==> src/rtl/jk_bank_arbiter_pkg.sv <==
// Shared definitions for the JK bank arbiter: op codes, FSM states and the
// round-robin winner search.
package jk_pkg;

   localparam int MAX_REQ = 8;

   localparam logic [1:0] OP_HOLD = 2'b00;
   localparam logic [1:0] OP_RST  = 2'b01;
   localparam logic [1:0] OP_SET  = 2'b10;
   localparam logic [1:0] OP_TGL  = 2'b11;

   typedef enum logic [1:0] {
      ST_IDLE  = 2'd0,
      ST_GRANT = 2'd1,
      ST_APPLY = 2'd2
   } st_t;

   // First requester at or after ptr, wrapping at nreq; 0 if none is asking.
   function automatic logic [2:0] rr_pick(input logic [MAX_REQ-1:0] req,
                                          input logic [2:0]         ptr,
                                          input int                 nreq);
      logic [2:0] pick;
      logic       found;
      int         c;
      pick  = '0;
      found = 1'b0;
      for (int n = 0; n < MAX_REQ; n++) begin
         c = (int'(ptr) + n) % nreq;
         if (n < nreq && !found && req[c]) begin
            pick  = 3'(c);
            found = 1'b1;
         end
      end
      return pick;
   endfunction

endpackage

==> src/rtl/jk_bank_arbiter_if.sv <==
// Requester-side bundle of the JK bank arbiter plus the FSM state for observation.
// Handshake: a requester raises req[i] with op/idx stable and holds it until
// ack[i] pulses for one cycle; it drops req the cycle after ack or is re-arbitrated.
interface jk_bank_arbiter_if #(
   parameter int NREQ  = 4,
   parameter int NBITS = 8,
   parameter int IDXW  = $clog2(NBITS)
);
   import jk_pkg::*;

   logic [NREQ-1:0]      req;
   logic [2*NREQ-1:0]    op;
   logic [IDXW*NREQ-1:0] idx;
   logic                 clear_all;
   logic [NREQ-1:0]      ack;
   logic                 busy;
   logic [NBITS-1:0]     q;
   logic [NBITS-1:0]     q_n;
   st_t                  fsm_state;

   modport master (
      output req, op, idx, clear_all,
      input  ack, busy, q, q_n, fsm_state
   );

   modport slave (
      input  req, op, idx, clear_all,
      output ack, busy, q, q_n, fsm_state
   );

endinterface

==> src/rtl/jk_bank_arbiter_cell.sv <==
// One JK flip-flop of the bank with synchronous reset and synchronous clear.
module jk_cell (
   input  logic clk,
   input  logic rst,
   input  logic clr,
   input  logic j,
   input  logic k,
   output logic q,
   output logic q_n
);

   always_ff @(posedge clk) begin
      if (rst || clr) begin
         q <= 1'b0;
      end else begin
         case ({j, k})
            2'b01:   q <= 1'b0;
            2'b10:   q <= 1'b1;
            2'b11:   q <= ~q;
            default: q <= q;
         endcase
      end
   end

   assign q_n = ~q;

endmodule

==> src/rtl/jk_bank_arbiter.sv <==
// Round-robin arbiter sharing a bank of JK cells: IDLE latches a winner, GRANT
// drives J/K on the chosen cell, APPLY pulses ack and advances the pointer.
module jk_bank_arbiter
   import jk_pkg::*;
#(
   parameter int NREQ  = 4,
   parameter int NBITS = 8
) (
   input  logic              input_clock1_c_1,
   input  logic              input_reset_2,
   jk_bank_arbiter_if.slave  bus
);

   localparam int IDXW = $clog2(NBITS);
   localparam int PW   = (NREQ > 1) ? $clog2(NREQ) : 1;

   st_t               state_q, state_d;
   logic [PW-1:0]     win_q, win_d;
   logic [PW-1:0]     ptr_q, ptr_d;
   logic [1:0]        op_q, op_d;
   logic [IDXW-1:0]   idx_q, idx_d;

   logic [MAX_REQ-1:0] req_pad;
   logic [2:0]         pick;
   logic [NREQ-1:0]    ack;
   logic               busy;
   logic [NBITS-1:0]   j, k;
   logic [NBITS-1:0]   q, q_n;

   always_comb begin
      req_pad            = '0;
      req_pad[NREQ-1:0]  = bus.req;
   end

   assign pick = rr_pick(req_pad, 3'(ptr_q), NREQ);

   always_ff @(posedge input_clock1_c_1) begin
      if (input_reset_2) begin
         state_q <= ST_IDLE;
         win_q   <= '0;
         ptr_q   <= '0;
         op_q    <= OP_HOLD;
         idx_q   <= '0;
      end else begin
         state_q <= state_d;
         win_q   <= win_d;
         ptr_q   <= ptr_d;
         op_q    <= op_d;
         idx_q   <= idx_d;
      end
   end

   always_comb begin
      state_d = state_q;
      win_d   = win_q;
      ptr_d   = ptr_q;
      op_d    = op_q;
      idx_d   = idx_q;
      ack     = '0;
      busy    = 1'b0;
      case (state_q)
         ST_IDLE: begin
            // A clear pulse suppresses a new grant in the same cycle.
            if (|bus.req && !bus.clear_all) begin
               win_d   = PW'(pick);
               op_d    = bus.op[2*int'(pick) +: 2];
               idx_d   = bus.idx[IDXW*int'(pick) +: IDXW];
               state_d = ST_GRANT;
            end
         end
         ST_GRANT: begin
            busy    = 1'b1;
            state_d = bus.clear_all ? ST_IDLE : ST_APPLY;
         end
         ST_APPLY: begin
            busy       = 1'b1;
            ack[win_q] = 1'b1;
            if (int'(win_q) == NREQ - 1) begin
               ptr_d = '0;
            end else begin
               ptr_d = win_q + 1'b1;
            end
            state_d = ST_IDLE;
         end
         default: begin
            state_d = ST_IDLE;
         end
      endcase
   end

   // Indices that match no cell leave every J/K low, so out-of-range ops are no-ops.
   always_comb begin
      j = '0;
      k = '0;
      if (state_q == ST_GRANT && !bus.clear_all) begin
         for (int i = 0; i < NBITS; i++) begin
            if (idx_q == IDXW'(i)) begin
               j[i] = op_q[1];
               k[i] = op_q[0];
            end
         end
      end
   end

   for (genvar g = 0; g < NBITS; g++) begin : g_cell
      jk_cell u_cell (
         .clk (input_clock1_c_1),
         .rst (input_reset_2),
         .clr (bus.clear_all),
         .j   (j[g]),
         .k   (k[g]),
         .q   (q[g]),
         .q_n (q_n[g])
      );
   end

   assign bus.ack       = ack;
   assign bus.busy      = busy;
   assign bus.q         = q;
   assign bus.q_n       = q_n;
   assign bus.fsm_state = state_q;

endmodule

==> src/flat_wrapper.sv <==
// flat-port wrapper written by rule: the top's interface ports become plain ports
module jk_bank_arbiter_flat import jk_pkg::*;
#(
   parameter int NREQ  = 4,
   parameter int NBITS = 8
)
  (input_clock1_c_1, input_reset_2, bus_req, bus_op, bus_idx, bus_clear_all, bus_ack, bus_busy, bus_q, bus_q_n, bus_fsm_state);
  jk_bank_arbiter_if #(.NREQ(NREQ), .NBITS(NBITS)) bus_i ();
  input  logic input_clock1_c_1;
  input  logic input_reset_2;
  input wire logic [$bits(bus_i.req)-1:0] bus_req;
  input wire logic [$bits(bus_i.op)-1:0] bus_op;
  input wire logic [$bits(bus_i.idx)-1:0] bus_idx;
  input wire logic [$bits(bus_i.clear_all)-1:0] bus_clear_all;
  output wire logic [$bits(bus_i.ack)-1:0] bus_ack;
  output wire logic [$bits(bus_i.busy)-1:0] bus_busy;
  output wire logic [$bits(bus_i.q)-1:0] bus_q;
  output wire logic [$bits(bus_i.q_n)-1:0] bus_q_n;
  output wire logic [$bits(bus_i.fsm_state)-1:0] bus_fsm_state;
  assign bus_i.req = bus_req;
  assign bus_i.op = bus_op;
  assign bus_i.idx = bus_idx;
  assign bus_i.clear_all = bus_clear_all;
  assign bus_ack = bus_i.ack;
  assign bus_busy = bus_i.busy;
  assign bus_q = bus_i.q;
  assign bus_q_n = bus_i.q_n;
  assign bus_fsm_state = bus_i.fsm_state;
  jk_bank_arbiter #(.NREQ(NREQ), .NBITS(NBITS)) u_core (.input_clock1_c_1(input_clock1_c_1), .input_reset_2(input_reset_2), .bus(bus_i));
endmodule
==> config.mk <==
export PLATFORM = sky130hd
export DESIGN_NAME = jk_bank_arbiter_flat
export DESIGN_NICKNAME = d
export VERILOG_FILES = /design/src/rtl/jk_bank_arbiter_pkg.sv /design/src/rtl/jk_bank_arbiter_if.sv /design/src/rtl/jk_bank_arbiter_cell.sv /design/src/rtl/jk_bank_arbiter.sv /design/src/flat_wrapper.sv
export SDC_FILE = /design/constraint.sdc
export NUM_CORES = 1
export LEC_CHECK = 0
export CAP_MARGIN = 10
export CORE_MARGIN = 1.5
export CORE_UTILIZATION = 43
export DETAILED_ROUTE_END_ITERATION = 8
export MAX_ROUTING_LAYER = met4
export PLACE_DENSITY = 0.87
export SLEW_MARGIN = 20
export SYNTH_ARGS = -nofsm -noshare
export SYNTH_HDL_FRONTEND = slang
export SYNTH_SLANG_ARGS = --single-unit
==> constraint.sdc <==
create_clock -name input_clock1_c_1 -period 2 [get_ports input_clock1_c_1]
set_input_delay 0.6 -clock input_clock1_c_1 [delete_from_list [all_inputs] [get_ports input_clock1_c_1]]
set_output_delay 0.6 -clock input_clock1_c_1 [all_outputs]
set_load 0.02 [all_outputs]
Yosys cells after proc, flatten, opt, wreduce, memory -nomap -nowiden
Index checks and enable logic that the tools add are counted.

storage, ports and cells
  register bits = 19
  input port bits = 27
  output and inout port bits = 23
  logic and storage cells = 151

cells by class
  $add $sub $neg = 4
  multiply operators = 1
  order comparisons = 6
  eq/ne operators = 35
  shift operators = 2
  muxes and demuxes = 52
  bitwise operators = 11
  reductions and logical operators = 27

operators with widths
  cell                   count
  $eq A2 B2 Y1 const B   17
  $shiftx A12 B32 Y3     1
  $mux W1                28
  $pmux W1 S3            8
  $reduce_bool A3 Y1     8
  $eq A2 B1 Y1 const B   10
  $mux W8                2
  $lt A3 B5 Y1 const B   3
  $eq A3 B3 Y1 const B   4
  $bmux W1 S3            3
  $mux W3                3
  $mux W2                4
  $not A1 Y1             8
  $reduce_or A2 Y1       4
  $shiftx A8 B5 Y2       1
  $eq A3 B2 Y1 const B   2
  $logic_and A1 B1 Y1    6
  $mul A2 B3 Y5 const A  1
  $add A2 B1 Y2 const B  2
  $add A2 B2 Y2 const B  2
  $logic_not A1 Y1       4
  $lt A2 B4 Y1 const B   1
  $mux W4                1
  $pmux W2 S2            1
  other kinds (12)       14

Longest topological paths before layout
  word-level depth = 16
  mapped depth = 6
  gate-level depth less buffers = 6

By module
Synthesis repeated with hierarchy kept, for this count alone.

unflattened totals
  cell total of the unflattened synthesis = 136
  area total of the unflattened synthesis = 1197.4 um2

by module, submodules not included
  module           instances  cells an instance  area each (um2)  seq. area each (um2)
  jk_bank_arbiter  1          104                857.1            220.2
  jk_cell          8          4                  42.5             20.0

Worst setup path before layout
No wires, ideal clock.

  kind = input to register
  start = input port bus_req[0]
  end = register u_core.idx_q[0]
  library setup time = 133 ps
  arrival time = 1580 ps
  data required time = 1867 ps
  slack = 287 ps
  cell stages on the path = 6
  path buffers = 1
  path through = a21oi_1 -> o21ai_0 -> o2bb2a_1 -> buf_2 -> mux2i_1 -> o221ai_1

on the way
  word-level cells in the longest chain between the ends = 14
  elaborated cells on any way between the ends = 29
  classes of those cells = mul: 1; shift: 1; mux: 18; reduce/logical: 9

ends and longest elaborated chain
  element                        RTL line                   text
  start: declaration             flat_wrapper.sv:11         input wire logic [$bits(bus_i.req)-1:0] bus_req;
  $bmux W1 S2                    jk_bank_arbiter_pkg.sv:29  if (n < nreq && !found && req[c]) begin
  $mux W1 (implied by the code)  jk_bank_arbiter_pkg.sv:29
  $mux W1                        jk_bank_arbiter_pkg.sv:29
  $logic_not A1 Y1               jk_bank_arbiter_pkg.sv:29
  $logic_and A1 B1 Y1            jk_bank_arbiter_pkg.sv:29
  $mux W1                        jk_bank_arbiter_pkg.sv:29
  $logic_not A1 Y1               jk_bank_arbiter_pkg.sv:29
  $logic_and A1 B1 Y1            jk_bank_arbiter_pkg.sv:29
  $mux W1                        jk_bank_arbiter_pkg.sv:29
  $logic_not A1 Y1               jk_bank_arbiter_pkg.sv:29
  $logic_and A1 B1 Y1            jk_bank_arbiter_pkg.sv:29
  $mux W3                        jk_bank_arbiter_pkg.sv:29
  $mul A2 B3 Y5                  jk_bank_arbiter.sv:67      idx_d = bus.idx[IDXW*int'(pick) +: IDXW];
  $shiftx A12 B32 Y3             jk_bank_arbiter.sv:67
  end signal: assignment         jk_bank_arbiter.sv:49      idx_q <= idx_d;
  end: declaration               jk_bank_arbiter.sv:21      logic [IDXW-1:0] idx_q, idx_d;

Several ways; a longest one is shown, not always the timed one. The select of a mux whose other input is x is not followed.
A chain may end at the register's enable or synchronous reset.

Worst setup path in the final report
  start = input port bus_req[1]
  end = register u_core.idx_q[0]

The elaborated chain is that of the path after synthesis.

==> key figures <==
Global routing
  – Global route overflow: 0
  – Largest net degree at the start of global routing: 12
  – Vias in the first global route: 1162
  – Gr usage total: 20.38%
  – First-pass GRT wire length: 5057 um
  – Initial antenna violation count: 0

Clock tree
  – CTS Sinks: 19
  – Root Buffer Master: clkbuf_4
  – CTS max path bufs: 2
  – Clock buffer count from CTS: 3
  – Clk pin slew, worst setup/hold paths: 0.12 ns
  – H-Tree Level Count: 1
  – Worst-Skew Late Latency: 0.31 ns
  – CTS tree: built

Place
  – RePlAce Congestion: roughly 0.75
  – DP Wirelength: 2503 um
  – # port buffers: around 50
  – Dpl ws: -0.3303 ns
  – Placed Area: 1724 um2

Setup path
  – Worst Setup Path Type: in2reg
  – Worst R2R Path Depth: 5
  – Critical Path RT: between 2 and 2.5 ns
  – Crit start category: input port
  – Crit path max fanout: 11
  – Setup crit end kind: register
  – Critical Path AT: 2.18 ns

Route
  – DRC errors left: 0
  – Metal3 WL: 114 um
  – DR vias: 1186
  – Met2 wire length: 1743 um
  – DRT Pass-1 Iters: 5
  – Routed WL: around 3100 um
  – Number of routed nets with antenna violations: 0
  – Met1 WL: ~1200 um
  – DR vias/cell: 5.391
  – Number of DRC markers in iteration 0: 45
  – Uppermost layer routed: met4
  – DR WL/cell: ~14 um

Yosys
  – Sequential-to-total area share from yosys stat: 30.68%
  – FF+latch count, synth: 19
  – Cells after Synth: 144
  – Synth unique cells: 29
  – Mapped Nets: 178
  – Post-Syn Area: about 1200 um2
  – Syn Area/Cell: 8.611 um2
  – Yosys Warn Count: 0

STA
  – Min Clock Period, post-route: 1.981 ns
  – PnR worst setup slack: about 0.019 ns
  – Clock skew: 0.005789 ns
  – Worst relative slew slack: 79.69%
  – FMAX: 504.7 MHz
  – Hold Vio Cnt, Final: 0
  – Final setup vio count: 0
  – Least-Margin Pin Slew: 0.3022 ns
  – Fin crit share: 99.07%
  – Final count of pins violating max slew: 0

Outcome
  – Status: finished, final reports clean

Power and ir drop
  – Leakage: 0.6925 nW
  – Max IR drop VDD: 0.4714 mV
  – PD cells: 459.8 nW/um2
  – Seq pwr share: 50.3%
  – Clock power frac: 24.8%
  – Switching share of total power: 28.72%
  – Sw Pwr: approximately 0.00024 W
  – Comb pwr share: 24.9%
  – Cell Int Power: 0.0005868 W

Finish
  – Layout overhead on the synthesized area: 44.40%
  – Layout cells sized above 1: 16.40%
  – Commonest cells after routing, fill and taps aside: clkdlybuf4s50_1 (39), mux2i_1 (16), dfxtp_1 (16), inv_1 (13), a21oi_1 (11)
  – Nets@finish: 224
  – ANT cells: 0
  – Core Util, Final: 64.93%
  – Most common cell after layout, fill and taps aside: clkdlybuf4s50_1
  – Design Area, Final: 1790 um2

Die
  – Initial Util: 44.96%
  – CORE AREA: approximately 2800 um2
  – Io pins: 50
  – Die W: 56.70 um
  – Die Y: 56.70 um
  – Die area: 3215 um2
  – Std-Cell Rows: 19

Job
  – Max Cap Violations: 0

Min path
  – Hold depth: 2
  – HP Class: reg2reg
path summary, 6_finish.rpt:
kind / from / to / slack (ns)
min reg2reg: u_core.g_cell[4].u_cell.q$_SDFFE_PP0P_ / u_core.g_cell[4].u_cell.q$_SDFFE_PP0P_ / 0.51
max: bus_req[1] / u_core.idx_q[0]$_SDFFE_PP0P_ / 0.02
min: u_core.g_cell[4].u_cell.q$_SDFFE_PP0P_ / u_core.g_cell[4].u_cell.q$_SDFFE_PP0P_ / 0.51
max reg2reg: u_core.ptr_q[1]$_SDFFE_PP0P_ / u_core.idx_q[1]$_SDFFE_PP0P_ / 0.27
state kept, by name, indices dropped and copies added (netlist names):
signal	flops
u_core.g_cell.u_cell.q	8
u_core.bus.fsm_state	2
u_core.win_q	2
u_core.ptr_q	2
u_core.op_q	2
u_core.idx_q	3
area by class of cell:
cell class / instances / area (um2)
fillers: 239 / 967.2
multi-input cells: 92 / 696.9
repair buffers: 60 / 588.1
flip-flops and latches: 19 / 386.6
inverters: 14 / 52.55
well taps: 31 / 38.79
clock buffers: 3 / 22.52
clock inverters: 1 / 5.005
synth_stat cells (all sizes together):
master,instances,area share [%]
a21oi,11,4.4
a311oi,1,1.2
and2,4,2.0
buf,18,10
clkbuf,1,0.30
dfxtp,19,31
ha,7,7.1
inv,14,4.2
mux2i,16,13
nand2,2,0.81
nand2b,3,1.5
nand3,2,0.81
nand3b,7,4.2
nor2,9,2.7
nor2b,1,0.50
nor3b,1,0.61
nor4,1,0.50
o21ai,8,3.2
o221ai,5,3.5
o2bb2a,1,0.81
o31ai,2,1.2
or2,1,0.50
or3,7,3.6
or3b,1,0.91
or4,2,1.2
cells by family after synthesis:
| logic type | after synthesis | share of synthesized area (%) |
|---|---|---|
| and+or+nand+nor | 41 | 19.98 |
| muxes | 16 | 12.92 |
| AOI/OAI and AO/OA | 28 | 14.43 |
| DFF | 19 | 30.68 |
| adders and majority gates | 7 | 7.063 |
| buffers and inverters | 33 | 14.93 |
critical path: stages:
cell	delay (ns)
clkdlybuf4s50_1	0.54
a21oi_1	0.06
o21ai_0	0.20
o2bb2a_1	0.28
buf_12	0.16
mux2i_1	0.19
o221ai_1	0.14
power groups by stage:
stage / sequential, W / combinational [W] / clock (W)
global route: 0.000416 / 0.000221 / 0.000226
CTS: 0.000413 / 0.000201 / 0.000208
global placement: 0.000420 / 0.000195 / 0
detailed placement: 0.000421 / 0.000202 / 0
floorplan: 0.000420 / 0.0000907 / 0
finish: 0.000414 / 0.000205 / 0.000205
what timing repair did:
item / 4_1_cts / 5_1_grt
pin swaps: 0 / 2
endpoints found under the setup margin: 6 / 12
setup buffers: 0 / 1
hold buffers: 0 / 0
resized for setup: 18 / 12
metrics by stage:
stage / instances / hold WS, ns / setup TNS, ns / total power [W]
after global placement: 215 / 0.4827 / -1.844 / 0.0006152
final: 220 / 0.5111 / 0 / 0.0008233
after detailed placement: 215 / 0.4975 / -2.617 / 0.0006236
after CTS: 219 / 0.5142 / -0.008113 / 0.0008224
after global routing: 220 / 0.5527 / -0.03064 / 0.0008624
after floorplan: 144 / 0.4656 / 0 / 0.0005110
layer usage:
layer | global-route usage, % | vias to the layer above
met3 | 4.839 | 6
met4 | 5.782 | 0
met2 | 39.37 | 34
met5 | - | -
li1 | - | 579
met1 | 19.83 | 567
No activity file was read; power rests on OpenSTA's default activity.
